File: src/rtl/hdlc_seq_pkg.sv
// Shared types and constants for the HDLC Tx sequencer: FSM states, HDLC register
// map, Tx_SC bit positions and per-frame completion codes.
package hdlc_seq_pkg;

    typedef enum logic [2:0] {
        IDLE  = 3'd0,
        LOAD  = 3'd1,
        DRAIN = 3'd2,
        POLL  = 3'd3,
        ABORT = 3'd4,
        DONE  = 3'd5
    } state_e;

    localparam logic [2:0] TX_SC   = 3'd0;
    localparam logic [2:0] TX_BUFF = 3'd1;

    localparam int SC_DONE    = 0;
    localparam int SC_ENABLE  = 1;
    localparam int SC_ABORT   = 2;
    localparam int SC_ABORTED = 3;

    typedef enum logic [1:0] {
        ST_SENT     = 2'b00,
        ST_ABORTED  = 2'b01,
        ST_OVERSIZE = 2'b10,
        ST_TIMEOUT  = 2'b11
    } status_e;

    // Tx_SC write value with only the given command bit set.
    function automatic logic [7:0] sc_cmd(input int bit_idx);
        return 8'd1 << bit_idx;
    endfunction

endpackage

File: src/rtl/hdlc_poll_timer.sv
// Poll-gap strobe and stuck-transmitter timeout counters; both restart from zero
// when the sequencer enters POLL and only advance while it stays there.
module hdlc_poll_timer #(
    parameter int POLL_GAP = 4,
    parameter int TIMEOUT  = 4096
) (
    input  logic clk_i,
    input  logic rst_i,
    input  logic clear_i,
    input  logic en_i,
    output logic poll_o,
    output logic timeout_o
);
    localparam int GW = $clog2(POLL_GAP + 1);
    localparam int TW = $clog2(TIMEOUT + 1);

    logic [GW-1:0] gap_q, gap_d;
    logic [TW-1:0] to_q, to_d;

    always_comb begin
        gap_d = gap_q;
        to_d  = to_q;
        if (clear_i) begin
            gap_d = '0;
            to_d  = '0;
        end else if (en_i) begin
            gap_d = (gap_q == GW'(POLL_GAP - 1)) ? '0 : gap_q + 1'b1;
            if (to_q != TW'(TIMEOUT - 1)) begin
                to_d = to_q + 1'b1;
            end
        end
    end

    always_ff @(posedge clk_i or posedge rst_i) begin
        if (rst_i) begin
            gap_q <= '0;
            to_q  <= '0;
        end else begin
            gap_q <= gap_d;
            to_q  <= to_d;
        end
    end

    // Strobe one cycle early so the registered read lands exactly POLL_GAP after entry.
    assign poll_o    = en_i && (gap_q == GW'(POLL_GAP - 1));
    assign timeout_o = en_i && (to_q == TW'(TIMEOUT - 1));

endmodule

File: src/rtl/hdlc_tx_sequencer.sv
// Bus master feeding one frame at a time into the HDLC Tx buffer, then enabling,
// polling and, when needed, aborting the transmitter.
module hdlc_tx_sequencer
    import hdlc_seq_pkg::*;
#(
    parameter int MAX_FRAME = 126,
    parameter int POLL_GAP  = 4,
    parameter int TIMEOUT   = 4096
) (
    input  logic       Clk,
    input  logic       Rst,
    input  logic       s_valid,
    input  logic [7:0] s_data,
    input  logic       s_last,
    output logic       s_ready,
    input  logic       abort_req,
    output logic       busy,
    output logic       done,
    output logic [1:0] status,
    output logic [2:0] Address,
    output logic       WriteEnable,
    output logic       ReadEnable,
    output logic [7:0] DataIn,
    input  logic [7:0] DataOut,
    output state_e     dbg_state
);
    state_e     state_q, state_d;
    logic [6:0] cnt_q, cnt_d;
    logic       last_q, last_d;     // last byte written, Tx_Enable still owed
    logic [1:0] wait_q, wait_d;
    logic [1:0] status_q, status_d;
    logic       we_q, we_d, re_q, re_d, chk_q;
    logic [2:0] addr_q, addr_d;
    logic [7:0] din_q, din_d;
    logic       accept, in_poll, timer_clear, poll_strobe, poll_timeout;
    logic       unused_dataout;

    assign s_ready        = (state_q == IDLE) || (state_q == DRAIN) || (state_q == LOAD && !last_q);
    assign accept         = s_valid && s_ready;
    assign in_poll        = (state_q == POLL);
    assign timer_clear    = (state_d == POLL) && (state_q != POLL);
    assign unused_dataout = ^DataOut[7:1];

    hdlc_poll_timer #(.POLL_GAP(POLL_GAP), .TIMEOUT(TIMEOUT)) u_timer (
        .clk_i    (Clk),
        .rst_i    (Rst),
        .clear_i  (timer_clear),
        .en_i     (in_poll),
        .poll_o   (poll_strobe),
        .timeout_o(poll_timeout)
    );

    always_comb begin
        state_d  = state_q;
        cnt_d    = cnt_q;
        last_d   = last_q;
        wait_d   = wait_q;
        status_d = status_q;
        we_d     = 1'b0;
        re_d     = 1'b0;
        addr_d   = '0;
        din_d    = '0;
        case (state_q)
            IDLE: if (accept) begin
                state_d  = LOAD;
                cnt_d    = 7'd1;
                last_d   = s_last;
                status_d = ST_SENT;
                we_d     = 1'b1;
                addr_d   = TX_BUFF;
                din_d    = s_data;
            end
            LOAD: begin
                // An abort consumes any coincident beat without writing it.
                if (abort_req) begin
                    status_d = ST_ABORTED;
                    state_d  = (last_q || (accept && s_last)) ? ABORT : DRAIN;
                end else if (last_q) begin
                    last_d  = 1'b0;
                    state_d = POLL;
                    we_d    = 1'b1;
                    addr_d  = TX_SC;
                    din_d   = sc_cmd(SC_ENABLE);
                end else if (accept) begin
                    if (cnt_q != 7'h7F) cnt_d = cnt_q + 7'd1;
                    if (cnt_q >= 7'(MAX_FRAME)) begin
                        status_d = ST_OVERSIZE;
                        state_d  = s_last ? ABORT : DRAIN;
                    end else begin
                        last_d = s_last;
                        we_d   = 1'b1;
                        addr_d = TX_BUFF;
                        din_d  = s_data;
                    end
                end
            end
            DRAIN: if (accept && s_last) state_d = ABORT;
            POLL: begin
                if (chk_q && DataOut[SC_DONE]) begin
                    status_d = ST_SENT;
                    state_d  = DONE;
                end else if (abort_req) begin
                    status_d = ST_ABORTED;
                    state_d  = ABORT;
                end else if (poll_timeout) begin
                    status_d = ST_TIMEOUT;
                    state_d  = ABORT;
                end else if (poll_strobe) begin
                    re_d   = 1'b1;
                    addr_d = TX_SC;
                end
            end
            ABORT: begin
                if (wait_q == 2'd2) state_d = DONE;
                else wait_d = wait_q + 2'd1;
            end
            DONE: begin
                last_d  = 1'b0;
                state_d = IDLE;
            end
            default: state_d = IDLE;
        endcase
        if (state_d == ABORT && state_q != ABORT) begin
            wait_d = '0;
            we_d   = 1'b1;
            re_d   = 1'b0;
            addr_d = TX_SC;
            din_d  = sc_cmd(SC_ABORT);
        end
    end

    always_ff @(posedge Clk or posedge Rst) begin
        if (Rst) begin
            state_q  <= IDLE;
            cnt_q    <= '0;
            last_q   <= 1'b0;
            wait_q   <= '0;
            status_q <= '0;
            we_q     <= 1'b0;
            re_q     <= 1'b0;
            chk_q    <= 1'b0;
            addr_q   <= '0;
            din_q    <= '0;
        end else begin
            state_q  <= state_d;
            cnt_q    <= cnt_d;
            last_q   <= last_d;
            wait_q   <= wait_d;
            status_q <= status_d;
            we_q     <= we_d;
            re_q     <= re_d;
            chk_q    <= re_q;
            addr_q   <= addr_d;
            din_q    <= din_d;
        end
    end

    assign busy        = (state_q != IDLE);
    assign done        = (state_q == DONE);
    assign status      = status_q;
    assign Address     = addr_q;
    assign WriteEnable = we_q;
    assign ReadEnable  = re_q;
    assign DataIn      = din_q;
    assign dbg_state   = state_q;

endmodule

File: config.mk
export PLATFORM = sky130hd
export DESIGN_NAME = hdlc_tx_sequencer
export DESIGN_NICKNAME = d
export VERILOG_FILES = /design/src/rtl/hdlc_seq_pkg.sv /design/src/rtl/hdlc_poll_timer.sv /design/src/rtl/hdlc_tx_sequencer.sv
export SDC_FILE = /design/constraint.sdc
export NUM_CORES = 1
export LEC_CHECK = 0
export BUFFER_PORTS_ARGS = -buffer_cell sky130_fd_sc_hd__buf_2
export CORE_MARGIN = 4
export CORE_UTILIZATION = 55
export DETAILED_ROUTE_END_ITERATION = 16
export PLACE_DENSITY = 0.75
export SLEW_MARGIN = 25
export SYNTH_ARGS = -nofsm -noshare
export SYNTH_HDL_FRONTEND = slang
export SYNTH_SLANG_ARGS = --single-unit
File: constraint.sdc
create_clock -name Clk -period 2.9 [get_ports Clk]
set_input_delay 0.145 -clock Clk [delete_from_list [all_inputs] [get_ports Clk]]
set_output_delay 0.145 -clock Clk [all_outputs]
set_load 0.01 [all_outputs]
==> impl_metrics.toml, run 1 <==
[die]
core.rowCount = 23
dieArea_sq_mm = 0.00536
core_sq_mm = 0.00406
die_h_um = 73.2
initial_core_util_pct = 57.7
dieWidth_um = 73.2
io_pins = 42

[synthesis]
ys_types = 54
syn_area_sq_mm = 0.00234
synth_seq_cells = 43
syn_inst = 239
synth_edf_count = 0
ys_async_sr_fraction_pct = 100
postSynthAreaPerCell_sq_um = 9.79
ys.flop_type = "dfrtp_1"
yosysSeqAreaShare_pct = 46.0
ys_warn_count = 0

[clock_network]
cts.sinks = 43
cts_root_buf = "clkbuf_8"
cts_tree = "built"
h-tree-depth = 2
clock_latency_ps = 290
cts_made_buffers = 5
cts_max_path_buffers = 2
postCtsSetupRepairBufs = 0
cts.clk_slew.worst_paths_ps = 80

[critical_path]
required_ps = 3080
crit_fanout = 21
cp_slowest_cell = "dfrtp_1"
crit_type = "reg2reg"
critPathBufInv = 0
critical_path.max_stage_delay_ps = 730
arrival_ps = 2360
start_kind = "flop"
path_delay_family = "flip-flops"
endpoint_kind = "flop"
path_cells = "and3b_1, nand2_1, o211a_1, a211o_2"

[pwr]
switching_share_pct = 39.5
pwr-share-comb_pct = 37.9
p_per_area_mw_per_mm2 = 844
seqPwrFrac_pct = 45.4
power_uw = 2190
power.internal_uw = 1330
p_leak_uw = 0.00123
pwr-share-clk_pct = 16.8
ir_worst_vdd_mv = 0.435
power_switching_uw = 865

[global_route]
grt_max_degree = 26
antenna_found_initial = 0
grt_pass1_wl_mm = 8.18
grtUsageTotal_pct = 19.8
grt.overflow.total = 0
grt_pass1_vias = 1828

[sta]
slew_headroom_pct = 54.8
finClkSkew_ps = 8.02
fin_crit_sh_pct = 75.1
rsz0062_at_grt = "no"
setup_viol = 0
max_freq_mhz = 459
whs_ps = 49.6
tightest_slew_ps = 671
hold_violations = 0
layout_min_cycle_time_ps = 2180
drv_slew = 0
fin_setup_tns_ps = 0

[placed_design]
post-dp-hpwl_mm = 3.34
port_buffers = 32
gp_congestion = 0.833

[detailed_routing]
drt_pass1_iterations = 4
wl_per_cell_um = 14.4
initialDrtViolationCount = 117
viasPerCell = 5.74
vias = 1849
routed_wl_mm = 4.64
drc = 0
ant_nets = 0

[job]
cap_violations = 0

[final_layout]
seqCellArea_sq_mm = 0.00108
num-fill-cells = 345
drive_above_1_share_pct = 21.3
syn_to_final_growth_pct = 11.0
final_nets = 297
num_antenna_cells = 0
multi_input_area_sq_mm = 0.00115

[min_path]
worstHoldPathType = "in2reg"

[outcome]
status = "finished, final reports clean"
[Yosys cell counts, types with 3 or more instances]
master / n / area (sq um)
nand4_1: 5 / 31.3
nand3_1: 6 / 30.0
mux2_2: 4 / 45.0
nand2b_1: 3 / 18.8
nor3_1: 7 / 35.0
nand2_1: 18 / 67.6
o21a_1: 3 / 22.5
inv_1: 7 / 26.3
ha_1: 5 / 62.6
buf_4: 4 / 30.0
xnor2_1: 6 / 52.6
and2_1: 8 / 50.1
nand3b_1: 3 / 22.5
nor2b_1: 3 / 18.8
a21oi_1: 15 / 75.1
and3_1: 4 / 25.0
xor2_1: 3 / 26.3
o21ai_0: 12 / 60.1
nor2_1: 22 / 82.6
or4_1: 3 / 22.5
buf_6: 3 / 33.8
o211ai_1: 3 / 22.5
nor4_1: 3 / 18.8
dfrtp_1: 43 / 1080
o31ai_1: 3 / 22.5
buf_2: 4 / 20.0
mux2i_1: 3 / 30.0
[flip-flops by register name, indices dropped and copies added, names as in the netlist, 2 cells and up]
name	flops
wait_q	2
u_timer.gap_q	3
DataIn	8
dbg_state	3
status	2
cnt_q	7
u_timer.to_q	13
[power by group through the flow]
stage                     clock network (uW)  logic, uW  registers (uW)
after CTS                                384        844             993
after detailed placement                   0        839            1000
final                                    367        829             994
after global routing                     408        951            1030
after floorplan                            0        674             953
after global placement                     0        821             996
[cell usage in the layout, fill, tap and decap left out, types with 3 or more instances in the layout]
cell      netlist  layout
a21oi_1        15      15
and2_1          8       8
and3_1          4       4
buf_2           4      32
buf_4           4       3
clkbuf_8        0       5
dfrtp_1        43      43
ha_1            5       5
inv_1           7       7
mux2_2          4       4
mux2i_1         3       3
nand2_1        18      18
nand2b_1        3       3
nand3_1         6       6
nand3b_1        3       3
nand4_1         5       5
nor2_1         22      22
nor2b_1         3       3
nor3_1          7       7
nor4_1          3       3
o211ai_1        3       3
o21a_1          3       3
o21ai_0        12      12
o31ai_1         3       3
or4_1           3       3
xnor2_1         6       6
xor2_1          3       3
[logic make-up after synthesis]
| family | count (synthesis) | share of synthesized area (%) |
|---|---|---|
| compound gates | 52 | 14.6 |
| xor+xnor | 9 | 3.37 |
| fa+ha+maj | 5 | 2.67 |
| buf+inv | 20 | 5.03 |
| flops | 43 | 46.0 |
| mux | 7 | 3.21 |
| other cells | 1 | 0.160 |
| simple gates | 102 | 25.0 |
[path summary, 6_finish.rpt]
path / endpoint / from / cells past startpoint / slack, ps
max in group asynchronous: u_timer.to_q[8]$_DFFE_PP0P_ / Rst / 4 / 1630
max reg2reg: WriteEnable$_DFF_PP0_ / dbg_state[1]$_DFF_PP0_ / 4 / 720
max: WriteEnable$_DFF_PP0_ / dbg_state[1]$_DFF_PP0_ / 4 / 720
min in group asynchronous: wait_q[0]$_DFFE_PP0P_ / Rst / 3 / 490
min: DataIn[1]$_DFF_PP0_ / s_data[1] / 2 / 50
min reg2reg: chk_q$_DFF_PP0_ / ReadEnable$_DFF_PP0_ / 0 / 380
[what timing repair did]
action	in CTS	in global routing
hold buffers	1	0
endpoints found under the setup margin	0	0
resized for setup	0	0
endpoints found under the hold margin	18	0
[final cells by class]
cell class	instances	share of cell area (%)
clock buffers	6	2.80
flip-flops and latches	43	41.4
inverters	8	1.16
multi-input cells	177	44.3
clock inverters	2	0.482
repair buffers	36	7.42
well taps	50	2.41
[stage by stage]
stage	util [%]	area, sq um	instances	setup slack [ps]
3_3_place_gp	61.6	2500	313	759
4_1_cts	64.0	2600	322	744
6_report	64.0	2600	322	723
2_1_floorplan	-	2340	240	965
3_5_place_dp	61.6	2500	313	746
5_1_grt	64.0	2600	322	555
[per-layer routing]
layer | vias up | routed length, um | GRT usage, %
li1 | 920 | - | -
met1 | 887 | 2030 | 25.4
met2 | 36 | 2330 | 31.6
met3 | 6 | 209 | 4.27
met4 | 0 | 70 | 9.43
met5 | - | 0 | 0
Note: power is estimated with default switching activity, not from simulation.
==> run 2: changes to the inputs <==
ABC_AREA = 1   (was not set)
CORE_UTILIZATION = 51   (was 55)
PLACE_DENSITY = 0.72   (was 0.75)
clock period = 1.8 ns   (was 2.9 ns; I/O delays follow)
==> run 2 against run 1 <==
Compared with the run above:
- wire length up 20%
- global-route usage down 0.47 points
- die area up 13%
- sequential power up 50%
- combinational power rose to 2.6 times the previous value
- total power up 98%
- first-iteration DRC count up 3.4%
- sequential share of layout area down 7.9 points
- flip-flop and latch count unchanged
- critical path type unchanged
- critical endpoint is now status[0]$_DFFE_PP0P_
- highest routed layer unchanged
==> impl_metrics.toml, run 2 <==
[final_layout]
syn_to_final_growth_pct = 29.8
final_common_cell = "nand2_1"
num_antenna_cells = 0
layout_common_cells = "nand2_1, dfrtp_1, inv_1"
final_nets = 399
largest_reg_flops = 13
fin_util_pct = 68.2
max_flop_register = "u_timer.to_q"
fin_area_sq_mm = 0.00322
drive_above_1_share_pct = 37.2
seqCellArea_sq_mm = 0.00108
num-fill-cells = 402
fin_cells = 441
multi_input_area_sq_mm = 0.00131

[min_path]
hold_path_depth = 3
worstHoldPathType = "in2reg"
min_to = "DataIn[2]$_DFF_PP0_"
hold_start = "s_data[2]"

[critical_path]
reg2reg_from = "u_timer.to_q[0]$_DFFE_PP0P_"
crit_fanout = 3
reg2reg_depth = 9
timing.rr.end = "status[0]$_DFFE_PP0P_"
arrival_ps = 1950
r2r_slack_ps = 30
crit_type = "reg2reg"
start_kind = "flop"
required_ps = 1980
endpoint_kind = "flop"

[pwr]
ir_worst_vdd_mv = 0.811
pwr-share-clk_pct = 15.3
pwr-share-comb_pct = 50.4
p_leak_uw = 0.00159
power_switching_uw = 1840
p_per_area_mw_per_mm2 = 1350
seqPwrFrac_pct = 34.3
power.internal_uw = 2500
switching_share_pct = 42.4

[sta]
whs_ps = 10.6
rsz0062_at_grt = "yes"
tightest_slew_ps = 521
fin_crit_sh_pct = 98.2
hold_violations = 0
drv_slew = 0
fin_setup_tns_ps = 0
max_freq_mhz = 565
setup_viol = 0
finClkSkew_ps = 3.04
layout_min_cycle_time_ps = 1770
slew_headroom_pct = 65.3

[die]
die_h_um = 77.8
io_pins = 42
dieWidth_um = 77.8
dieArea_sq_mm = 0.00605
core.rowCount = 25
initial_core_util_pct = 52.5
core_sq_mm = 0.00472

[clock_network]
cts_made_buffers = 5
clock_latency_ps = 290
cts_max_path_buffers = 2
cts.clk_slew.worst_paths_ps = 80
cts_tree = "built"
cts_root_buf = "clkbuf_8"
h-tree-depth = 2
cts.sinks = 43

[global_route]
grt_max_degree = 44
grt.overflow.total = 0
antenna_found_initial = 0
grtUsageTotal_pct = 19.3
grt_pass1_wl_mm = 9.52
grt_pass1_vias = 2182

[placed_design]
post-dp-hpwl_mm = 3.95
gp_congestion = 0.947
port_buffers = 32
post_dp_cell_area_sq_mm = 0.00284
placed_cells = 417

[detailed_routing]
routed_wl_mm = 5.56
ant_nets = 0
viasPerCell = 4.91
wl_per_cell_um = 12.6
vias = 2165
initialDrtViolationCount = 121
drt_pass1_iterations = 4
drc = 0

[synthesis]
postSynthAreaPerCell_sq_um = 8.19
ys_async_sr_fraction_pct = 100
synth_edf_count = 0
ys.flop_type = "dfrtp_1"
ys_types = 39
syn_inst = 303
yosysMostFrequentCell = "nand2_1"
synth_top_cell_by_area = "dfrtp_1"
synth_commonest_cells = "nand2_1, dfrtp_1, inv_1, nor2_1, nand3_1"
ys_top_cells_by_area = "dfrtp_1, nand2_1, inv_1"
synth_top_area_share_pct = 43.4
syn_area_sq_mm = 0.00248
synth_seq_cells = 43
ys_warn_count = 0
yosysSeqAreaShare_pct = 43.4

[job]
cap_violations = 0

[outcome]
status = "finished, final reports clean"
run 2: area by class of cell:
class / instances / share of cell area (%)
tap: 67 / 2.60
sequential: 43 / 33.5
clock buffer: 8 / 3.11
timing repair buffer: 66 / 13.4
multi-input combinational: 203 / 40.8
inverter: 54 / 6.53
run 2: timing repair:
action	4_1_cts	5_1_grt
hold buffers	7	0
buffers inserted	1	8
pin swaps	0	19
setup endpoints to repair	1	25
resized for setup	1	37
hold endpoints to repair	49	0
run 2: power groups by stage:
stage / combinational (uW) / sequential [uW] / clock, uW
final: 2180 / 1490 / 663
after global routing: 2430 / 1520 / 723
after CTS: 1930 / 1460 / 680
after detailed placement: 1900 / 1480 / 0
after global placement: 1860 / 1460 / 0
after floorplan: 1270 / 1480 / 0
run 2: cell families after synthesis:
| logic type | share of synthesized area, % |
|---|---|
| buf+inv | 9.48 |
| simple gates | 32.7 |
| flops | 43.4 |
| compound gates | 9.38 |
| other cells | 0.151 |
| xor+xnor | 1.76 |
| mux | 0.605 |
| fa+ha+maj | 2.52 |
run 2: worst max-delay path, cell delays in order (launching register included):
cell and delay, ps:
dfrtp_1 370, ha_2 210, nand3_2 120, inv_2 90
nand2_2 90, nor2_4 110, nand3_2 90, nand4_1 150
nand3_2 120, mux2_4 310
run 2: worst max path at each step:
stage | startpoint | end | slack (ps) | depth (start not counted)
floorplan | dbg_state[0]$_DFF_PP0_ | status[0]$_DFFE_PP0P_ | 90 | 6
global placement | u_timer.to_q[0]$_DFFE_PP0P_ | status[0]$_DFFE_PP0P_ | 60 | 9
detailed placement | u_timer.to_q[0]$_DFFE_PP0P_ | status[0]$_DFFE_PP0P_ | -8 | 9
CTS | u_timer.to_q[0]$_DFFE_PP0P_ | status[0]$_DFFE_PP0P_ | 20 | 9
global route | dbg_state[1]$_DFF_PP0_ | wait_q[1]$_DFFE_PP0P_ | -120 | 10
finish | u_timer.to_q[0]$_DFFE_PP0P_ | status[0]$_DFFE_PP0P_ | 30 | 9
run 2: metal layers:
metal	track usage, %	vias to the layer above	wire length (um)
met2	33.1	46	2820
met5	0	-	0
li1	-	1109	-
met1	24.6	1001	2440
met4	5.52	0	63
met3	3.83	9	231
run 2: through the flow:
stage / worst slack [ps] / total power [uW]
6_report: 31.5 / 4330
5_1_grt: -119 / 4680
4_1_cts: 24.6 / 4070
3_5_place_dp: -7.68 / 3370
3_3_place_gp: 62.3 / 3330
2_1_floorplan: 89.7 / 2750
==> run 3: changes to the inputs <==
CORE_UTILIZATION = 53   (was 51)
CTS_BUF_LIST = sky130_fd_sc_hd__clkbuf_4   (was not set)
PLACE_DENSITY = 0.75   (was 0.72)
SETUP_SLACK_MARGIN = 0.3   (was not set)
SYNTH_HIERARCHICAL = 1   (was not set)
==> run 3 against run 2 <==
Compared with the run above:
- the run now ends with negative setup slack left
- sequential power fell by 7%
- sequential share of layout area fell by 3.8 points
- non-clock buffer count rose by 34
- count of clock-buffer cells in the layout fell by 3
- fmax fell by 20%
- hold slack improved by 9.7 ps
- wire length rose by 38%
- highest routed layer unchanged
==> impl_metrics.toml, run 3 <==
[clock_network]
cts_made_buffers = 5
cts.clk_slew.worst_paths_ps = 130
clock_latency_ps = 370
h-tree-depth = 2
cts.sinks = 43
cts_max_path_buffers = 2
cts_root_buf = "clkbuf_4"
cts_tree = "built"

[final_layout]
num_antenna_cells = 0
fin_cells = 483
largest_reg_flops = 13
final_nets = 456
drive_above_1_share_pct = 42.9
fin_area_sq_mm = 0.00363
final_common_cell = "nand2_1"
syn_to_final_growth_pct = 45.7
num-fill-cells = 260
max_flop_register = "u_timer/to_q"
layout_common_cells = "nand2_1, buf_4, inv_1"

[critical_path]
crit_path_start = "u_timer/to_q[0]$_DFFE_PP0P_"
critical_path.max_stage_delay_ps = 410
path_depth = 15
critPathBufInv = 7
critPathMostFrequentCell = "buf_4"
r2r_slack_ps = -410
reg2reg_depth = 15
crit_fanout = 2
arrival_ps = 2480
timing.rr.end = "u_timer/to_q[12]$_DFFE_PP0P_"
reg2reg_from = "u_timer/to_q[0]$_DFFE_PP0P_"
endpoint_kind = "flop"
path_cells = "ha_2, nand2_2, nor2_2, nand2_2, nor2_4, nand2_2, buf_4, buf_6, buf_4, buf_4, buf_4, buf_4, buf_4, nand2_2, nor2_1"
cp_slowest_cell = "dfrtp_1"
crit_type = "reg2reg"
required_ps = 2070
path_delay_family = "buffers and inverters"
endpoint = "u_timer/to_q[12]$_DFFE_PP0P_"
start_kind = "flop"

[sta]
setup_slack_ps = -410
hold_violations = 0
slew_headroom_pct = 55.9
layout_min_cycle_time_ps = 2210
fin_setup_tns_ps = -2600
setup_viol = 9
tightest_slew_ps = 660
drv_slew = 0
max_freq_mhz = 452
rsz0062_at_grt = "yes"
fin_crit_sh_pct = 123
finClkSkew_ps = 17.5

[detailed_routing]
wl_met2_mm = 4.23
vias = 2588
route.top_layer_used = "met4"
viasPerCell = 5.36
initialDrtViolationCount = 157
drt-met1-wl_mm = 2.78
routed_wl_mm = 7.69
ant_nets = 0
drt_pass1_iterations = 4
drc = 0
wl_per_cell_um = 15.9
route.met3.wl_um = 380

[outcome]
violations = "negative setup slack"
status = "finished with violations"

[synthesis]
yosys-mux-area-fraction_pct = 0
yosysSeqAreaShare_pct = 43.2
synth_commonest_cells = "nand2_1, inv_1, dfrtp_1, nor2_1, nand3_1"
yosysMostFrequentCell = "nand2_1"
syn_inst = 325
ys_async_sr_fraction_pct = 100
ys_warn_count = 6
synth_compound_area_share_pct = 8.68
postSynthAreaPerCell_sq_um = 7.67
synth_seq_cells = 43
synth_top_area_share_pct = 43.2
ys_top_cells_by_area = "dfrtp_1, nand2_1, inv_1"
synth_edf_count = 0
ys_types = 32
ys.flop_type = "dfrtp_1"
synth_top_cell_by_area = "dfrtp_1"
synth-xor-area-share_pct = 2.11
synthAdderAreaFrac_pct = 2.51
synth_top_family_by_area = "simple AND/OR/NAND/NOR gates"
syn_area_sq_mm = 0.00249
synth-simple-area-share_pct = 33.4

[die]
core_sq_mm = 0.00444
die_h_um = 76.6
core.rowCount = 24
initial_core_util_pct = 56.1
dieWidth_um = 76.6
dieArea_sq_mm = 0.00587
io_pins = 42

[global_route]
grt.overflow.total = 0
grt_max_degree = 24
antenna_found_initial = 0
grt_pass1_vias = 2627
grt_pass1_wl_mm = 11.8
grtUsageTotal_pct = 24.9

[placed_design]
dp_slack_ps = -114
placed_cells = 435
gp_congestion = 0.962
post_dp_cell_area_sq_mm = 0.00293
post-dp-hpwl_mm = 4.28
port_buffers = 32

[pwr]
p_leak_uw = 0.00186
power_uw = 4760
ir_worst_vdd_mv = 0.927
p_per_area_mw_per_mm2 = 1310

[job]
cap_violations = 0

[min_path]
worstHoldPathType = "in2reg"
[run 3: changes by cell type after synthesis, sizes merged, moves of 2 or more]
cell	before	now
o21ai	17	19
a21oi	8	13
nor2	37	46
nand2	72	92
nand4	12	6
o31ai	4	2
nor3	7	4
[run 3: kinds of logic after synthesis]
group	after synthesis
flops	43
other cells	1
simple gates	174
buf+inv	58
compound gates	38
xor+xnor	6
fa+ha+maj	5
[run 3: repair_timing]
item / 4_1_cts / 5_1_grt
pin swaps: 20 / 13
gates cloned: 1 / 0
gates resized for setup: 62 / 17
hold buffers: 9 / 0
setup buffers: 22 / 8
setup endpoints to repair: 42 / 44
endpoints found under the hold margin: 51 / 0
[run 3: power breakdown]
group,internal [uW],leakage [uW],switching [uW],total [uW]
logic,1140,0.00124,1460,2600
registers,1200,0.000573,174,1380
clock network,432,0.0000514,349,781
[run 3: metal layers]
layer / vias up / global-route usage [%]
li1: 1226 / -
met2: 92 / 46.7
met4: 0 / 10.1
met5: - / 0
met3: 30 / 4.96
met1: 1240 / 27.1
[run 3: layout make-up]
cell class | instances | area (sq um) | share of cell area (%)
clock buffers | 5 | 37.5 | 1.03
inverters | 54 | 223 | 6.13
repair buffers | 100 | 754 | 20.8
well taps | 52 | 65.1 | 1.79
clock inverters | 3 | 67.6 | 1.86
flip-flops and latches | 43 | 1080 | 29.7
multi-input cells | 226 | 1410 | 38.7
[run 3: worst min-delay path by stage]
stage	slack [ps]	depth (start not counted)	to	start
3_3_place_gp	-2	2	DataIn[6]$_DFF_PP0_	Rst
2_1_floorplan	4	1	u_timer/gap_q[0]$_DFFE_PP0P_	Rst
4_1_cts	20	3	last_q$_DFFE_PP0P_	s_last
6_report	20	3	last_q$_DFFE_PP0P_	s_last
3_5_place_dp	-0.3	2	DataIn[6]$_DFF_PP0_	Rst
5_1_grt	40	3	last_q$_DFFE_PP0P_	s_last
[run 3: metrics by stage]
stage / utilization [%] / hold WS (ps)
floorplan: - / 3.74
global placement: 65.9 / -2.25
detailed placement: 65.9 / -0.312
CTS: 78.9 / 18.9
global route: 81.7 / 35.4
finish: 81.7 / 20.2
[run 3: worst min-delay path, stage by stage]
cell and delay [ps]:
buf_2 120, o21ai_0 80, o21ai_1 70
